File: config.mk
export PLATFORM = sky130hd
export DESIGN_NAME = reset_seq
export DESIGN_NICKNAME = d
export VERILOG_FILES = /design/src/rtl/reset_seq_pkg.sv /design/src/rtl/reset_seq_cnt.sv /design/src/rtl/reset_seq.sv
export SDC_FILE = /design/constraint.sdc
export NUM_CORES = 1
export LEC_CHECK = 0
export BUFFER_PORTS_ARGS = -buffer_cell sky130_fd_sc_hd__buf_4
export CAP_MARGIN = 0
export CORE_AREA = 2 2 52 54
export DETAILED_ROUTE_END_ITERATION = 8
export DIE_AREA = 0 0 54 56
export GPL_ROUTABILITY_DRIVEN = 0
export PLACE_DENSITY = 0.74
export SLEW_MARGIN = 30
export SYNTH_ARGS = -nofsm -noshare
export SYNTH_HDL_FRONTEND = slang
export SYNTH_SLANG_ARGS = --single-unit
File: constraint.sdc
create_clock -name clk_i -period 1.9 [get_ports clk_i]
set_input_delay 0.095 -clock clk_i [delete_from_list [all_inputs] [get_ports clk_i]]
set_output_delay 0.095 -clock clk_i [all_outputs]
set_load 0.05 [all_outputs]
File: src/rtl/reset_seq_pkg.sv
// Shared types and sizing helpers for the staged reset-release sequencer.
package reset_seq_pkg;

  typedef enum logic [1:0] {
    HOLD,
    RELEASE,
    RUN,
    ERR
  } seq_state_t;

  // One counter serves both the hold window and the ack timeout, so it is sized for the larger.
  function automatic int cnt_width(input int hold, input int timeout);
    return $clog2((hold > timeout) ? hold : timeout) + 1;
  endfunction

endpackage

File: src/rtl/reset_seq_cnt.sv
// Shared up-counter with clear, enable and equality terminal-count flag.
// Latency: count visible the cycle after enable; no backpressure, clear wins over enable.
module reset_seq_cnt
  import reset_seq_pkg::*;
#(
  parameter int CNT_W = 8
) (
  input  logic             clk_i,
  input  logic             rst_i,
  input  logic             clr_i,
  input  logic             en_i,
  input  logic [CNT_W-1:0] term_i,
  output logic [CNT_W-1:0] cnt_o,
  output logic             tc_o
);

  always_ff @(posedge clk_i) begin
    if (rst_i || clr_i) begin
      cnt_o <= '0;
    end else if (en_i) begin
      cnt_o <= cnt_o + 1'b1;
    end
  end

  assign tc_o = (cnt_o == term_i);

endmodule

File: src/rtl/reset_seq.sv
// Staged reset-release sequencer: holds all domains, then releases one per acknowledged stage.
// Latency: stage 0 releases HOLD_CYCLES low req samples after entry; req_i always overrides.
module reset_seq
  import reset_seq_pkg::*;
#(
  parameter int NUM_STAGES  = 3,
  parameter int HOLD_CYCLES = 16,
  parameter int TIMEOUT     = 64
) (
  input  logic                          clk_i,
  input  logic                          rst_i,
  input  logic                          req_i,
  input  logic [NUM_STAGES-1:0]         ack_i,
  output logic [NUM_STAGES-1:0]         stage_rst_o,
  output logic                          busy_o,
  output logic                          done_o,
  output logic                          err_o,
  output logic [$clog2(NUM_STAGES):0]   err_stage_o
);

  localparam int CNT_W = cnt_width(HOLD_CYCLES, TIMEOUT);
  localparam int IDX_W = $clog2(NUM_STAGES) + 1;
  localparam logic [IDX_W-1:0] LAST_IDX = IDX_W'(NUM_STAGES - 1);

  seq_state_t              state;
  logic [IDX_W-1:0]        idx;
  logic [IDX_W-1:0]        nxt_idx;
  logic [NUM_STAGES-1:0]   rel_mask;
  logic                    ack_cur;
  logic                    cnt_clr;
  logic                    cnt_en;
  logic                    cnt_tc;
  logic [CNT_W-1:0]        cnt;
  logic [CNT_W-1:0]        cnt_term;

  assign nxt_idx  = idx + 1'b1;
  assign cnt_term = (state == HOLD) ? CNT_W'(HOLD_CYCLES - 1) : CNT_W'(TIMEOUT - 1);

  // Only the ack of the stage currently being released is observed.
  always_comb begin
    ack_cur  = 1'b0;
    rel_mask = '0;
    for (int k = 0; k < NUM_STAGES; k++) begin
      if (IDX_W'(k) == idx)      ack_cur     = ack_i[k];
      if (IDX_W'(k) <= nxt_idx)  rel_mask[k] = 1'b1;
    end
  end

  always_comb begin
    cnt_clr = 1'b1;
    cnt_en  = 1'b0;
    if (!req_i) begin
      case (state)
        HOLD: begin
          cnt_clr = cnt_tc;
          cnt_en  = !cnt_tc;
        end
        RELEASE: begin
          cnt_clr = ack_cur || cnt_tc;
          cnt_en  = !(ack_cur || cnt_tc);
        end
        default: ;
      endcase
    end
  end

  reset_seq_cnt #(.CNT_W(CNT_W)) u_cnt (
    .clk_i  (clk_i),
    .rst_i  (rst_i),
    .clr_i  (cnt_clr),
    .en_i   (cnt_en),
    .term_i (cnt_term),
    .cnt_o  (cnt),
    .tc_o   (cnt_tc)
  );

  always_ff @(posedge clk_i) begin
    if (rst_i) begin
      state       <= HOLD;
      idx         <= '0;
      stage_rst_o <= '1;
      busy_o      <= 1'b1;
      done_o      <= 1'b0;
      err_o       <= 1'b0;
      err_stage_o <= '0;
    end else if (req_i) begin
      state       <= HOLD;
      idx         <= '0;
      stage_rst_o <= '1;
      busy_o      <= 1'b1;
      done_o      <= 1'b0;
      err_o       <= 1'b0;
      err_stage_o <= '0;
    end else begin
      done_o <= 1'b0;
      case (state)
        HOLD: begin
          stage_rst_o <= '1;
          busy_o      <= 1'b1;
          if (cnt_tc) begin
            state       <= RELEASE;
            idx         <= '0;
            stage_rst_o <= ~NUM_STAGES'(1);
          end
        end
        RELEASE: begin
          // An ack on the terminal-count edge still counts as success.
          if (ack_cur) begin
            if (idx == LAST_IDX) begin
              state       <= RUN;
              stage_rst_o <= '0;
              done_o      <= 1'b1;
              busy_o      <= 1'b0;
            end else begin
              idx         <= nxt_idx;
              stage_rst_o <= ~rel_mask;
            end
          end else if (cnt_tc) begin
            state       <= ERR;
            stage_rst_o <= '1;
            err_o       <= 1'b1;
            err_stage_o <= idx;
          end
        end
        RUN: begin
          stage_rst_o <= '0;
          busy_o      <= 1'b0;
        end
        ERR: begin
          stage_rst_o <= '1;
          busy_o      <= 1'b1;
        end
        default: state <= HOLD;
      endcase
    end
  end

endmodule

# ---- Word-level counts from Yosys, hierarchy flattened
# Cells that the tools add are included.
dict set report word_totals {
  regBits 21
  input_bits 6
  out_inout_bits 9
  elab_cells 72
}
dict set report op_classes {
  n_addsub 2
  magnitude_cmp 3
  n_eq_ne 13
  n_mux 29
  n_bitwise 3
  reduce_logical 14
}
# op n
set ops {}
lappend ops {{$mux 3} 6}
lappend ops {{$mux 1} 12}
lappend ops {{$pmux 3 s4} 1}
lappend ops {{$mux 2} 4}
lappend ops {{$ne 2x2->1 const B} 4}
lappend ops {{$reduce_and 4->1} 2}
lappend ops {{$add 7x1->7 const B} 1}
lappend ops {{$eq 7x6->1} 1}
lappend ops {{$le 1x3->1 const A} 2}
lappend ops {{$mux 6} 1}
lappend ops {{$ne 3x3->1 const B} 2}
lappend ops {{$pmux 3 s2} 1}
lappend ops {{$eq 2x2->1 const B} 2}
lappend ops {{$pmux 1 s2} 2}
lappend ops {{$pmux 2 s2} 1}
lappend ops {{$reduce_or 2->1} 2}
lappend ops {{$reduce_or 4->1} 1}
lappend ops {{$add 3x1->3 const B} 1}
lappend ops {{$eq 1x3->1 const A} 1}
lappend ops {{$eq 2x3->1 const A} 1}
lappend ops {{$eq 3x2->1 const B} 1}
lappend ops {{$le 2x3->1 const A} 1}
lappend ops {{$logic_not 3->1} 1}
lappend ops {{$not 3->3} 1}
lappend ops {{9 further kinds} 12}

# ---- Longest topological paths before layout
# Gate-level depths: netlist of the first run.
dict set report depth {
  ltp_word 8
  mapped_depth 8
  ltp_nobuf 7
}

# ---- Modules after synthesis
# From an unflattened synthesis of the first run, not the netlist that was laid out.
dict set report unflattened {
  hier_cells 147
  area_unflattened_um2 1255.0
}
# module instances cells_each area_per_inst_um2
set by_module_without_submodules {}
lappend by_module_without_submodules {reset_seq 1 105 880.8}
lappend by_module_without_submodules {reset_seq_cnt 1 42 374.1}

# ---- Worst setup path before layout of the first run
# OpenSTA, ideal clock, no wires.
dict set report synth_timing {
  path_type {flip-flop to flip-flop}
  startpoint {reg idx[0]}
  endpoint {reg u_cnt.cnt_o[3]}
  setup_time_ns 0.070
  arrival_time_ns 1.965
  t_required_ns 1.830
  setup_slack_ns -0.135
  stages_incl_launch_ff 7
  path_buffers 0
  period_less_slack_ns 2.035
  path_cell_list {dfxtp_1 inv_1 ha_1 nand4b_1 a31o_4 or4_2 a21oi_1}
}
dict set report synth_between {
  elab_chain_len 8
}
# item line
set synth_lines {}
lappend synth_lines {{start, declared} reset_seq.sv:26} ;# logic [IDX_W-1:0] idx;
lappend synth_lines {{start signal, assigned} reset_seq.sv:115} ;# idx <= nxt_idx;
lappend synth_lines {{$logic_not 3->1} reset_seq.sv:44} ;# if (IDX_W'(k) == idx) ack_cur = ack_i[k];
lappend synth_lines {{$mux 1 (2 in a row)} reset_seq.sv:44}
lappend synth_lines {{$mux 1 *} reset_seq.sv:44}
lappend synth_lines {{$logic_or 1x1->1 *} {reset_seq.sv:59, reset_seq.sv:60}}
lappend synth_lines {{$logic_not 1->1 or $pmux 1 s2 (tied branches)} {reset_seq.sv:60, reset_seq.sv:53}}
lappend synth_lines {{$pmux 1 s2 or $mux 1 (tied branches)} {reset_seq.sv:53, reset_seq.sv:52}}
lappend synth_lines {{$mux 1 or $logic_or 1x1->1 (tied branches)} {reset_seq.sv:52, reset_seq_cnt.sv:18}}
lappend synth_lines {{end signal, assigned} reset_seq_cnt.sv:21} ;# cnt_o <= cnt_o + 1'b1;
lappend synth_lines {{end, declared} reset_seq_cnt.sv:13} ;# output logic [CNT_W-1:0] cnt_o,
# Mark *: on every way between the ends. The rest lies on a longest branch, timed or not.
# A chain may end at the register's enable or synchronous reset.

# ---- Worst setup path after layout of the first run
dict set report layout_timing {
  startpoint {reg state[0]}
  endpoint {reg idx[2]}
}
dict set report layout_between {
  elab_chain_len 5
}
# item line
set layout_lines {}
lappend layout_lines {{start, declared} reset_seq.sv:25} ;# seq_state_t state;
lappend layout_lines {{start signal, assigned} reset_seq.sv:79} ;# state <= HOLD;
lappend layout_lines {{start signal, assigned} reset_seq.sv:87} ;# state <= HOLD;
lappend layout_lines {{start signal, assigned} reset_seq.sv:101} ;# state <= RELEASE;
lappend layout_lines {{$logic_not 2->1} {reset_seq.sv:37, reset_seq.sv:96}}
lappend layout_lines {{$mux 6} reset_seq.sv:37} ;# assign cnt_term = (state == HOLD) ? CNT_W'(HOLD_CYCLES - 1) : CNT_W'(TIMEOUT - 1);
lappend layout_lines {{$eq 7x6->1} reset_seq_cnt.sv:25} ;# assign tc_o = (cnt_o == term_i);
lappend layout_lines {{$ne 2x2->1 (no line)} n/a}
lappend layout_lines {{$reduce_and 4->1 (no line)} n/a}
# Several ways; a longest one is shown, not always the timed one.

==> reports/results.txt, run 1 <==
status = finished, violations left
failing checks = negative setup slack
largest net degree at the start of global routing = 13
Final ANT Viol Nets = 0
area of the die = 3020 um^2
Worst Path Required = 2120 ps
Mapped Nets = 155
dominant cell type by area after synthesis = dfxtp_1
HPWL after detailed placement = 2.09 mm
Synth Register Bits = 21
terminus of the critical flop-to-flop path = idx[2]$_SDFFE_PP0P_
Detailed Route WL = 3.18 mm
Max-cap violations = 0
multi-input combinational cell area = 769 um^2
hold path start = req_i
fin nets = 198
clock sinks = 21
Root Driver = clkbuf_4
share of cells above drive strength 1 = 0.448
Reg clk slew, reported paths = 130 ps
sequential-to-total area share from yosys stat = 0.347
Async SR Flop Fraction = 0
post-synthesis xor/xnor area fraction = 0
# rows = 18
Final Hold Fails = 0
worst slew margin relative to its limit = 0.537
Global Route Usage Sum = 0.216
CTS tree = built
CP startpoint kind = flip-flop
fmax = 503 MHz
hold path depth = 3
actual slew at the worst max-slew pin = 693 ps
count leader, synth = dfxtp_1
power per cell area = 434 nW/um^2
Post-synth EDFFs = 0
complex-gate fraction of the synthesized area = 0.221
initial core utilization = 0.497
final count of pins violating max slew = 0
mux share of post-synthesis cell area = 0.0165
Area Overhead vs Synth = 34.2%
number of fill cells in the layout = 192
worst hold-check path type = in -> reg
TritonCTS buffer count = 3
vias in the first global route = 1166
minimum clock period = 1990 ps
Die Height = 56 um
predominant post-synthesis flop cell = dfxtp_1
Worst Path Max Fanout = 5
Setup WS post-layout = -89.0 ps
global-route wire length before repair = 4.91 mm
Congestion Overflow GR = 0
register cell area after layout = 425 um^2
Clock Skew = 11.7 ps
period utilisation layout = 1.05
initial antenna violation count = 0
area of the mapped netlist = 1210 um^2
area of the core = 2430 um^2
Wirelength per Cell = 15.1 um
R2R setup slack = -90 ps
unrepaired setup endpoints after global routing = yes
drt pass-1 iters = 5
VDD IR-drop max = 0.420 mV
Vias/cell = 5.80
Clock Latency Late Sink = 320 ps
Post-Synth Adder-Cell Area = 0.103
final count of negative-setup-slack endpoints = 12
largest cells by area after synthesis = dfxtp_1 35%, ha_1 10%, a21oi_1 4.1%
IO buf count = 14
largest family of logic cells by synthesized area = simple AND/OR/NAND/NOR gates
Initial DRC Count = 52
setup_tns = -476 ps
syn_area_per_cell = 8.70 um^2
DRC errors left = 0
Bufs on Longest Clock Path = 2
number of top-level pins = 15
Worst Hold Path EP = u_cnt.cnt_o[1]$_SDFFE_PP0P_
Fin Hold WS = 85.5 ps
critical path type = reg -> reg
Static Leak = 0.661 nW
Synthesis Warnings = 0
CP Capture Type = flip-flop
Cell variety after synth = 40
Reg2Reg Depth = 8
top post-synthesis cells by count = 21 x dfxtp_1, 12 x nand2_1, 10 x a21oi_1, 10 x ha_1, 10 x o21ai_0
htree depth = 1
DR vias = 1224
r2r startpoint = state[0]$_SDFFE_PP0P_
antenna fix cells = 0
count of hold-fix buffers inserted at cts = 0
Critical Path AT = 2210 ps
cell count after synthesis = 139
simple logic cell fraction of the synthesized area = 0.243
Die X = 54 um
share of the synthesized area in the top cell type = 0.347
[routing by layer]
metal,vias up,GRT usage,part of all wire
met2,36,0.387,0.53
met3,9,0.0323,0.049
met1,582,0.248,0.40
li1,597,-,-
met4,0,0.0786,0.021
met5,-,0,0
[area by class of cell]
| class | instances | share of cell area |
|---|---|---|
| Clock inverter | 1 | 0.00308 |
| Clock buffer | 3 | 0.0139 |
| Inverter | 8 | 0.0185 |
| Sequential cell | 21 | 0.262 |
| Timing Repair Buffer | 44 | 0.206 |
| Tap cell | 30 | 0.0231 |
| Multi-Input combinational cell | 104 | 0.474 |
[what timing repair did]
item | in CTS | in global routing
gates cloned | 1 | 0
pin swaps | 4 | 11
resized for setup | 3 | 16
setup endpoints to repair | 5 | 19
buffers inserted | 5 | 3
[report_power, final]
part           switching, mW  total [mW]  internal, mW
combinational         0.0201      0.0367        0.0166
sequential           0.00206       0.445         0.443
clock                  0.144       0.223        0.0788
[cells by family after synthesis]
kind of cell	Yosys count
AOI/OAI and AO/OA	37
DFF	21
buffers and inverters	15
muxes	2
and+or+nand+nor	54
adders and majority gates	10
[worst max-delay path, cell delays in order (launching register included)]
cell and delay, ps:
dfxtp_2 350, inv_1 90, ha_4 140, or3b_4 380
a211oi_4 390, buf_4 200, nand2_1 80, a21oi_1 180
nor3_1 80
[per-stage QoR]
step	worst slack [ps]	total power, mW	std cells	cell area (um^2)	utilization
after floorplan	9.22	0.473	139	1220	-
after detailed placement	-74.0	0.488	198	1470	0.605
after global routing	-142	0.727	211	1620	0.668
after global placement	-17.9	0.486	198	1470	0.605
final	-89.0	0.704	211	1620	0.668
after CTS	-35.2	0.704	208	1550	0.637
[sequential cells by signal (all words and copies together) (netlist names)]
register,cells
u_cnt.cnt_o,7
err_stage_o,3
idx,3
stage_rst_o,3
state,2
busy_o,1
done_o,1
err_o,1
[placed cells by master (no fill, tap or decap), types with 2 or more instances in the layout]
cell / count
a21oi_2: 4
nor2_1: 7
nand3b_1: 2
dfxtp_2: 4
ha_1: 6
nand3_1: 7
o21ai_0: 8
o21ai_1: 2
or3_2: 3
inv_2: 3
or3_1: 2
nand2_1: 12
a21oi_1: 7
and2_1: 2
o31ai_1: 3
clkbuf_4: 3
nor3_1: 6
dfxtp_1: 17
or2_2: 2
nor4_1: 3
buf_4: 43
ha_2: 3
mux2i_1: 2
inv_1: 5
[how the worst max path moves through the flow]
stage / startpoint / slack (ps) / end / cells past startpoint
2_1_floorplan: state[0]$_SDFFE_PP0P_ / 9 / u_cnt.cnt_o[3]$_SDFFE_PP0P_ / 7
3_3_place_gp: state[0]$_SDFFE_PP0P_ / -20 / u_cnt.cnt_o[3]$_SDFFE_PP0P_ / 7
3_5_place_dp: idx[0]$_SDFFE_PP0P_ / -70 / u_cnt.cnt_o[3]$_SDFFE_PP0P_ / 7
4_1_cts: idx[1]$_SDFFE_PP0P_ / -40 / u_cnt.cnt_o[3]$_SDFFE_PP0P_ / 7
5_1_grt: state[0]$_SDFFE_PP0P_ / -140 / stage_rst_o[0]$_SDFFE_PP1P_ / 8
6_report: state[0]$_SDFFE_PP0P_ / -90 / idx[2]$_SDFFE_PP0P_ / 8
Power figures use the tool's default switching activity.
==> run 2: changes to the inputs <==
- PLACE_DENSITY: 0.74 -> 0.76
==> run 2 against run 1 <==
Sequential cell count did not move. Hold slack gained 10 ps. Critical path type unchanged. Clock-buffer cell count unchanged. Cell count stayed put. Sequential power about the same. Highest routed layer unchanged. The run still ends with negative setup slack left. Worst setup slack improved by 79 ps. Via count shrank 0.25%. Combinational power grew 3%.
==> reports/results.txt, run 2 (synthesis gave the netlist of run 1 again) <==
number of top-level pins = 15
final count of negative-setup-slack endpoints = 2
Area Overhead vs Synth = 44.3%
largest reg by FF count = u_cnt.cnt_o
Final ANT Viol Nets = 0
Reg clk slew, reported paths = 120 ps
global-route wire length before repair = 5.09 mm
share of cells above drive strength 1 = 0.536
DR vias = 1221
fin area = 1750 um^2
commonest cells after routing, fill and taps aside = 40 x buf_4, 17 x dfxtp_1, 12 x nand2_1
fmax = 524 MHz
final count of pins violating max slew = 0
area of the core = 2430 um^2
Detailed Route WL = 3.38 mm
CP Capture Type = flip-flop
Critical Path AT = 2130 ps
fin nets = 198
final core occ = 0.718
initial antenna violation count = 0
IO buf count = 14
largest net degree at the start of global routing = 13
worst hold-check path type = in -> reg
unrepaired setup endpoints after global routing = yes
Max-cap violations = 0
period utilisation layout = 1.01
Initial DRC Count = 25
area of the die = 3020 um^2
Die X = 54 um
Final Hold Fails = 0
failing checks = negative setup slack
Worst Path Max Fanout = 3
Global Route Usage Sum = 0.228
vias in the first global route = 1178
TritonCTS buffer count = 3
CP startpoint kind = flip-flop
Setup WS post-layout = -9.73 ps
minimum clock period = 1910 ps
Congestion Overflow GR = 0
Die Height = 56 um
Static Leak = 0.684 nW
worst slew margin relative to its limit = 0.425
Bufs on Longest Clock Path = 2
power per cell area = 403 nW/um^2
HPWL after detailed placement = 2.23 mm
setup_tns = -14.4 ps
Post-Place Worst Slack = -137 ps
status = finished, violations left
clock sinks = 21
drt pass-1 iters = 4
hold path depth = 3
antenna fix cells = 0
actual slew at the worst max-slew pin = 859 ps
# rows = 18
initial core utilization = 0.497
Wirelength per Cell = 16.0 um
critical path type = reg -> reg
commonest non-fill, non-tap cell in the layout = buf_4
CTS tree = built
VDD IR-drop max = 0.373 mV
htree depth = 1
Clock Skew = 2.54 ps
max reg flops = 7
Reg2Reg Depth = 9
Clock Latency Late Sink = 320 ps
placed cell areas = 1460 um^2
Root Driver = clkbuf_4
Worst Path Required = 2120 ps
Vias/cell = 5.79
DRC errors left = 0
==> run 2: report_power, final <==
group          switching (mW)  internal (mW)  leakage, nW
clock                   0.146         0.0789       0.0177
combinational          0.0211         0.0166        0.494
sequential            0.00179          0.440        0.172
total                   0.169          0.535        0.684
==> run 2: repair_timing <==
action	in CTS	in global routing
endpoints found under the setup margin	10	17
pin swaps	9	22
hold buffers	0	0
setup buffers	9	4
resized for setup	17	35
==> run 2: worst max-delay path, stage by stage (launching register included) <==
cell and delay, ps:
dfxtp_2 360, inv_2 70, ha_4 130, or3b_4 380, a211oi_4 300, buf_4 180, buf_6 90, nand3_2 60
a32oi_1 170, nor2_1 60
==> run 2: final timing paths <==
check,startpoint,to,slack (ps)
setup reg to reg,state[0]$_SDFFE_PP0P_,state[1]$_SDFFE_PP0P_,-10
hold reg to reg,err_stage_o[0]$_SDFFE_PP0P_,err_stage_o[0]$_SDFFE_PP0P_,480
setup / recovery,state[0]$_SDFFE_PP0P_,state[1]$_SDFFE_PP0P_,-10
hold / removal,req_i,u_cnt.cnt_o[1]$_SDFFE_PP0P_,100
==> run 2: stage by stage <==
step,power (mW),instances,hold slack (ps)
after floorplan,0.473,139,299
after global placement,0.486,196,401
after detailed placement,0.487,196,416
after CTS,0.709,209,87.8
after global routing,0.727,211,107
final,0.704,211,95.9
==> run 2: layout make-up <==
| cell class | instances | area, um^2 |
|---|---|---|
| fillers | 178 | 687 |
| repair buffers | 45 | 357 |
| clock buffers | 3 | 22.5 |
| flip-flops and latches | 21 | 430 |
| multi-input cells | 103 | 856 |
| clock inverters | 1 | 5.00 |
| inverters | 8 | 37.5 |
| well taps | 30 | 37.5 |
==> run 2: layer usage <==
metal | up-vias | track usage | wire length [um]
met5 | - | 0 | 0
met4 | 0 | 0.161 | 150
met3 | 17 | 0.0323 | 111
met2 | 35 | 0.376 | 1860
met1 | 574 | 0.256 | 1260
li1 | 595 | - | -
==> run 3: changes to the inputs <==
- CORE_AREA: 2 2 52 54 -> 2 2 50 52
- DIE_AREA: 0 0 54 56 -> 0 0 52 54
- PLACE_DENSITY: 0.76 -> 0.79
- clock period: 1.9 -> 1.85 ns (I/O delays scaled with it)
==> run 3 against run 2 <==
The run still ends with negative setup slack left. Non-clock buffer count is 2 higher. Largest power group unchanged. Critical path type unchanged. Design area is 2.7% higher. Critical endpoint is now state[0]$_SDFFE_PP0P_. Clock-buffer cell count stayed put. Fmax hardly changed. Sequential cell count stayed put.
==> reports/results.txt, run 3 (synthesis gave the netlist of run 1 again) <==
status = finished, violations left
failing checks = negative setup slack
CTS tree = built
final core occ = 0.772
Clock Latency Late Sink = 310 ps
Root Driver = clkbuf_4
IO buf count = 14
Static Leak = 0.696 nW
Reg clk slew, reported paths = 120 ps
TritonCTS buffer count = 3
Total Power Consumption = 0.720 mW
Max-cap violations = 0
Fin Hold WS = 97.4 ps
DR vias = 1253
Initial DRC Count = 49
area of the core = 2320 um^2
CP max stage delay = 380 ps
number of top-level pins = 15
cell mode on critical path = buf_6
Worst Path Max Fanout = 7
Metal-1 WL = 1.38 mm
minimum clock period = 1910 ps
DRC errors left = 0
Wirelength per Cell = 16.9 um
largest net degree at the start of global routing = 13
CP startpoint kind = flip-flop
fmax = 524 MHz
worst slew margin relative to its limit = 0.434
initial antenna violation count = 0
critical path's slowest cell = dfxtp_2
final count of pins violating max slew = 0
HPWL after detailed placement = 2.29 mm
Clock Skew = 1.57 ps
CP Capture Type = flip-flop
Detailed Route WL = 3.60 mm
CP delay by family, top = compound AO/OA/AOI/OAI gates
VDD IR-drop max = 0.430 mV
Critical Path AT = 2130 ps
Congestion Overflow GR = 0
period utilisation layout = 1.03
share of cells above drive strength 1 = 0.541
drt pass-1 iters = 4
Vias/cell = 5.88
max reg flops = 7
commonest cells after routing, fill and taps aside = 41 x buf_4, 16 x dfxtp_1, 12 x nand2_1
fin nets = 200
met2 routed WL = 2.03 mm
CP cell instances = inv_2 -> ha_4 -> buf_6 -> nand3b_1 -> a211oi_4 -> a31o_4 -> buf_6 -> a21oi_2 -> a311oi_2
vias in the first global route = 1215
worst hold-check path type = in -> reg
Area Overhead vs Synth = 48.1%
unrepaired setup endpoints after global routing = yes
antenna fix cells = 0
htree depth = 1
global-route wire length before repair = 5.20 mm
Die Height = 54 um
initial core utilization = 0.522
final count of negative-setup-slack endpoints = 9
area of the die = 2810 um^2
actual slew at the worst max-slew pin = 846 ps
Global Route Usage Sum = 0.252
commonest non-fill, non-tap cell in the layout = buf_4
Final Hold Fails = 0
routed wl met3 = 107 um
Worst Path Required = 2070 ps
power per cell area = 402 nW/um^2
Setup WS post-layout = -59.0 ps
Bufs on Longest Clock Path = 2
Die X = 52 um
setup_tns = -244 ps
# rows = 18
top sig layer = met4
critical path type = reg -> reg
largest reg by FF count = u_cnt.cnt_o
CP bufs+invs = 3
Final ANT Viol Nets = 0
clock sinks = 21
==> run 3: worst register-to-register path: stages, from the launching register on <==
cell	delay [ps]
dfxtp_2	380
inv_2	50
ha_4	150
buf_6	110
nand3b_1	200
a211oi_4	320
a31o_4	210
buf_6	110
a21oi_2	40
a311oi_2	240
==> run 3: repair_timing <==
action                                  CTS  global route
cloned                                    0             0
resized for setup                        14            31
endpoints found under the setup margin   12            18
pin swaps                                13            12
hold endpoints to repair                  0             0
hold buffers                              0             0
buffers inserted                          9             3
==> run 3: path summary, 6_finish.rpt <==
| path | from | end | slack (ps) | cells past startpoint |
|---|---|---|---|---|
| min reg2reg | err_stage_o[2]$_SDFFE_PP0P_ | err_stage_o[2]$_SDFFE_PP0P_ | 490 | 2 |
| max | state[0]$_SDFFE_PP0P_ | state[0]$_SDFFE_PP0P_ | -60 | 9 |
| max reg2reg | state[0]$_SDFFE_PP0P_ | state[0]$_SDFFE_PP0P_ | -60 | 9 |
| min | req_i | u_cnt.cnt_o[1]$_SDFFE_PP0P_ | 100 | 3 |
==> run 3: cell type report <==
cell class              instances  area [um^2]
fillers                       138          528
repair buffers                 47          384
clock buffers                   3         22.5
multi-input cells             103          873
inverters                       8         37.5
well taps                      30         37.5
flip-flops and latches         21          432
clock inverters                 1         5.00
==> run 3: where the power goes <==
| group | total [mW] | internal [mW] | switching (mW) |
|---|---|---|---|
| logic | 0.0416 | 0.0190 | 0.0227 |
| registers | 0.454 | 0.452 | 0.00174 |
| clock network | 0.224 | 0.0808 | 0.144 |
| total | 0.720 | 0.552 | 0.168 |
==> run 3: routing by layer <==
metal	GRT usage	vias to the layer above
li1	-	590
met1	0.265	609
met2	0.470	42
met3	0.0306	12
met4	0.167	0
met5	0	-
==> run 3: per-stage QoR <==
stage	setup WS [ps]	cells	area, um^2
after floorplan	-6.05	139	1240
after global placement	-36.2	198	1510
after detailed placement	-100	198	1510
after CTS	-63.2	210	1650
after global routing	-204	213	1790
final	-59.0	213	1790
